[config.mk]
export PLATFORM = sky130hd
export DESIGN_NAME = ips_debounce
export DESIGN_NICKNAME = d
export VERILOG_FILES = /design/src/rtl/ips_debounce.sv
export SDC_FILE = /design/constraint.sdc
export NUM_CORES = 1
export LEC_CHECK = 0
export ABC_AREA = 1
export CAP_MARGIN = 20
export CORE_MARGIN = 2
export CORE_UTILIZATION = 45
export CTS_CLUSTER_DIAMETER = 50
export CTS_CLUSTER_SIZE = 28
export DETAILED_ROUTE_END_ITERATION = 8
export GPL_TIMING_DRIVEN = 0
export PLACE_DENSITY = 0.66
export SLEW_MARGIN = 0
export SYNTH_ARGS = -nofsm -noshare
export SYNTH_HDL_FRONTEND = slang
export SYNTH_SLANG_ARGS = --single-unit
[constraint.sdc]
create_clock -name i_clk -period 2.1 [get_ports i_clk]
set_clock_uncertainty 0.1 [all_clocks]
set_input_delay 0.21 -clock i_clk [delete_from_list [all_inputs] [get_ports i_clk]]
set_output_delay 0.21 -clock i_clk [all_outputs]
set_load 0.05 [all_outputs]
[src/rtl/ips_debounce.sv]
// ips_debounce: synchronise and debounce active-low proximity sensor lines
// Ports:
//   i_clk        system clock
//   i_rst_n      asynchronous active-low reset
//   i_ips_raw_n  raw sensor lines, active-low (1 = nothing detected)
//   o_ips_detect debounced detection, active-high (1 = metal)
//   o_ips_change one-cycle strobe when any o_ips_detect bit changes after startup
//   o_ips_valid  sticky flag, high once the startup qualification window has elapsed
module ips_debounce #(
    parameter int CHANNELS        = 4,
    parameter int DEBOUNCE_CYCLES = 100000,
    parameter int CNT_W           = $clog2(DEBOUNCE_CYCLES + 3)
) (
    input  logic                i_clk,
    input  logic                i_rst_n,
    input  logic [CHANNELS-1:0] i_ips_raw_n,
    output logic [CHANNELS-1:0] o_ips_detect,
    output logic                o_ips_change,
    output logic                o_ips_valid
);
    typedef enum logic {ST_STABLE, ST_PENDING} state_t;
    localparam logic [CNT_W-1:0] C_LAST  = CNT_W'(DEBOUNCE_CYCLES - 1);
    localparam logic [CNT_W-1:0] C_START = CNT_W'(DEBOUNCE_CYCLES + 2);
    logic [CHANNELS-1:0] r_sync1;
    logic [CHANNELS-1:0] r_sync2;
    logic [CHANNELS-1:0] r_stable;
    logic [CHANNELS-1:0] w_accept;
    state_t              r_state     [CHANNELS];
    state_t              w_state_nxt [CHANNELS];
    logic [CNT_W-1:0]    r_cnt       [CHANNELS];
    logic [CNT_W-1:0]    w_cnt_nxt   [CHANNELS];
    logic [CNT_W-1:0]    r_start;
    logic                r_valid;
    logic                r_change;
    // The first mismatching sample only arms PENDING; the count runs from
    // there, so a new level is accepted DEBOUNCE_CYCLES+2 edges after the pin moves.
    always_comb begin
        for (int i = 0; i < CHANNELS; i++) begin
            w_state_nxt[i] = ST_STABLE;
            w_cnt_nxt[i]   = '0;
            w_accept[i]    = 1'b0;
            if (r_sync2[i] != r_stable[i]) begin
                if (r_state[i] == ST_STABLE) begin
                    w_state_nxt[i] = ST_PENDING;
                end else if (r_cnt[i] == C_LAST) begin
                    w_accept[i] = 1'b1;
                end else begin
                    w_state_nxt[i] = ST_PENDING;
                    w_cnt_nxt[i]   = r_cnt[i] + 1'b1;
                end
            end
        end
    end
    always_ff @(posedge i_clk or negedge i_rst_n) begin
        if (!i_rst_n) begin
            r_sync1  <= '1;
            r_sync2  <= '1;
            r_stable <= '1;
            r_start  <= '0;
            r_valid  <= 1'b0;
            r_change <= 1'b0;
            for (int i = 0; i < CHANNELS; i++) begin
                r_state[i] <= ST_STABLE;
                r_cnt[i]   <= '0;
            end
        end else begin
            r_sync1  <= i_ips_raw_n;
            r_sync2  <= r_sync1;
            r_stable <= r_stable ^ w_accept;
            // Old valid gates the strobe so startup qualification stays silent.
            r_change <= (|w_accept) & r_valid;
            if (r_start != C_START) r_start <= r_start + 1'b1;
            if (r_start == C_START) r_valid <= 1'b1;
            for (int i = 0; i < CHANNELS; i++) begin
                r_state[i] <= w_state_nxt[i];
                r_cnt[i]   <= w_cnt_nxt[i];
            end
        end
    end
    assign o_ips_detect = ~r_stable;
    assign o_ips_change = r_change;
    assign o_ips_valid  = r_valid;
endmodule

==> out/results.ini <==
[routing]
drc = 0
wl_per_cell_um = 12.2
drt_iter0_markers = 263
ant_nets = 0
viasPerCell = 5.09
vias = 4279
totalWireLength_mm = 10.2
first_pass_iters = 4

[synthesis]
synth_edf_count = 0
synth-async-reset-ratio_pct = 100
yosysWarnings = 0
syn_area_per_cell_um2 = 8.16
ys_seq_area_share_pct = 47.9
synth_area_um2 = 5420
syn_inst = 664
synth_cell_types = 32
ys.flop_type = dfrtp_1
synth-seq-cells = 103
syn_nets = 676

[setup_path]
cp_max_fo = 3
end_kind = output port
ff2ff_setup_slack_ns = 0.43
critPathMaxStageDelay_ns = 0.69
worstPathCellList = inv_1, clkdlybuf4s50_1
worstPathArrival_ns = 1.64
crit_type = flop to output port
rr_endpoint = r_cnt[67]
rr_startpoint = r_cnt[51]
required_ns = 1.79
reg2reg_depth = 7
slowest_stage = clkdlybuf4s50_1
worstSetupStartpointType = flop

[layout]
nFillCells = 1120
antenna_cells = 0
final_nets = 700
area_growth_pct = 12.0
drive_above_1_share_pct = 11.0
stdcell_area_um2 = 6070

[global_route]
grt.total_usage_pct = 17.3
overflow = 0
grt_pass1_wl_mm = 18.2
antenna_found_initial = 0
grt_max_degree = 63
grt_pass1_vias = 4193

[sta]
min_period_ns = 1.95
min_period_over_period_pct = 92.9
fmax_ghz = 0.513
relSlewSlack_pct = 64.0
hold_violations = 0
rsz0062_at_grt = no
worst_slew_pin_slew_ns = 0.541
finalSetupTns_ns = 0
slew_violations = 0
setup_violations = 0
setup_ws_ns = 0.149

[worst_hold_path]
hp-start = i_ips_raw_n[3]
min_to = r_sync1[3]
min-delay-path-class = primary input to flop
hold_depth = 1

[clocking]
cts_resized = 0
clockBufferDepth = 2
cts_tree = done
numCtsBuffers = 9
clock-sinks = 103
root_buffer = clkbuf_16
h-tree-depth = 3
clk_pin_slew_worst_paths_ns = 0.07
worst_skew_pair.late_latency_ns = 0.36

[run_status]
outcome = finished, final reports clean

[place]
gp_routability_congestion = 0.869
preCtsSetupSlack_ns = 0.461
dp_hpwl_mm = 7.38
port_buffers = 11
placed_area_um2 = 5740

[floorplan]
io_pins = 12
rows = 40
design.core.area_um2 = 11900
dieWidth_um = 114
die_area_um2 = 12900
initial_core_util_pct = 45.7
die_h_um = 114

[run]
cap_viol_max_count = 0

[power]
p_per_area_nw_per_um2 = 652
total_power_mw = 3.95
p_leak_nw = 2.62
ir_worst_vdd_mv = 0.457

## per-layer routing
layer	track usage (%)	part of all wire, %	up-vias
li1	-	-	2168
met5	0	0	-
met1	21.7	47	2035
met3	5.05	3.6	15
met2	29.0	48	61
met4	5.53	1.4	0
## kinds of logic after synthesis
group | synth area share [%]
AOI/OAI and AO/OA | 3.46
xor gates and xnor gates | 5.17
adders and majority gates | 1.39
buffers and inverters | 6.63
DFF | 47.9
and+or+nand+nor | 35.5
## layout make-up
type	instances	area [um2]	share of cell area, %
tap	147	184	3.03
inverter	86	323	5.32
clock buffer	11	233	3.84
sequential	103	2590	42.7
multi-input combinational	470	2470	40.6
clock inverter	5	88.8	1.46
timing repair buffer	13	145	2.39
buffer	5	36.3	0.598
## worst max-delay path by stage
stage / start / end / slack (ns) / cells after the start
2_1_floorplan: flop / r_cnt[45] / 0.48 / 8
3_3_place_gp: i_rst_n / r_cnt[12] / -3.18 / 1
3_5_place_dp: r_cnt[34] / r_cnt[48] / 0.46 / 8
4_1_cts: flop / o_ips_detect[1] / 0.13 / 2
5_1_grt: flop / o_ips_detect[3] / 0.09 / 2
6_report: flop / o_ips_detect[1] / 0.15 / 2
## critical path: cells and delay by family, from the launching register on
| family | cells | cell delay [ns] |
|---|---|---|
| flops | 1 | 0.55 |
| buf+inv | 2 | 0.74 |
## cell usage in the layout, fill, tap and decap left out, types with 2 or more instances in the layout
cell type,instances
nor2_1,133
nand2_1,126
dfrtp_1,91
inv_1,85
nand3_1,42
xor2_1,25
nand4_1,24
nor3_1,17
a21oi_1,14
o21ai_0,12
dfstp_2,12
nand3_2,11
clkdlybuf4s50_1,10
clkbuf_16,9
nand2_2,8
nor3b_1,7
xnor2_1,7
nor3_2,6
nor2_2,6
ha_1,6
nor2_4,4
o21bai_1,4
nor3_4,3
buf_4,3
and2_1,3
nor3b_2,3
nor4_1,2
o21a_1,2
and3_1,2
buf_2,2
a31oi_1,2
bufinv_16,2
clkbuf_1,2
inv_6,2
## stage by stage
step / std cells / hold slack, ns / util [%]
6_report: 840 / 0.152 / 51.2
5_1_grt: 840 / 0.145 / 51.2
4_1_cts: 840 / 0.143 / 51.2
3_5_place_dp: 823 / 0.133 / 48.4
3_3_place_gp: 822 / 0.246 / 48.2
2_1_floorplan: 664 / -0.186 / -
## flip-flops by register name (all words and copies together), names as in the netlist, named ones only
register and flops:
o_ips_change 1, o_ips_valid 1, r_start 17, r_sync2 4, r_cnt 68, r_sync1 4, r_state 4
## power breakdown
group | leakage [nW] | switching [mW] | internal [mW]
clock network | 0.157 | 0.755 | 1.06
registers | 1.37 | 0.0116 | 2.01
logic | 1.10 | 0.0813 | 0.0350
total | 2.62 | 0.848 | 3.11
## Yosys cell counts (4+ instances only)
cell type | number | area share [%]
nand2_2 | 8 | 0.92
ha_1 | 6 | 1.4
o21ai_0 | 12 | 1.1
nor3b_1 | 7 | 0.97
xor2_1 | 25 | 4.0
nor2_4 | 4 | 0.83
nor3_2 | 6 | 1.1
dfrtp_1 | 91 | 42
nand3_1 | 42 | 3.9
a21oi_1 | 14 | 1.3
nor3_1 | 17 | 1.6
nand2_1 | 126 | 8.7
nor2_1 | 133 | 9.2
nor2_2 | 6 | 0.69
o21bai_1 | 4 | 0.55
inv_1 | 85 | 5.9
dfstp_2 | 12 | 5.8
nand4_1 | 24 | 2.8
xnor2_1 | 7 | 1.1
nand3_2 | 11 | 2.0
## what timing repair did
item,4_1_cts,5_1_grt
hold endpoints to repair,33,0
endpoints found under the setup margin,0,0
hold buffers,1,0
setup buffers,0,0
(Power assumes the default switching activity.)
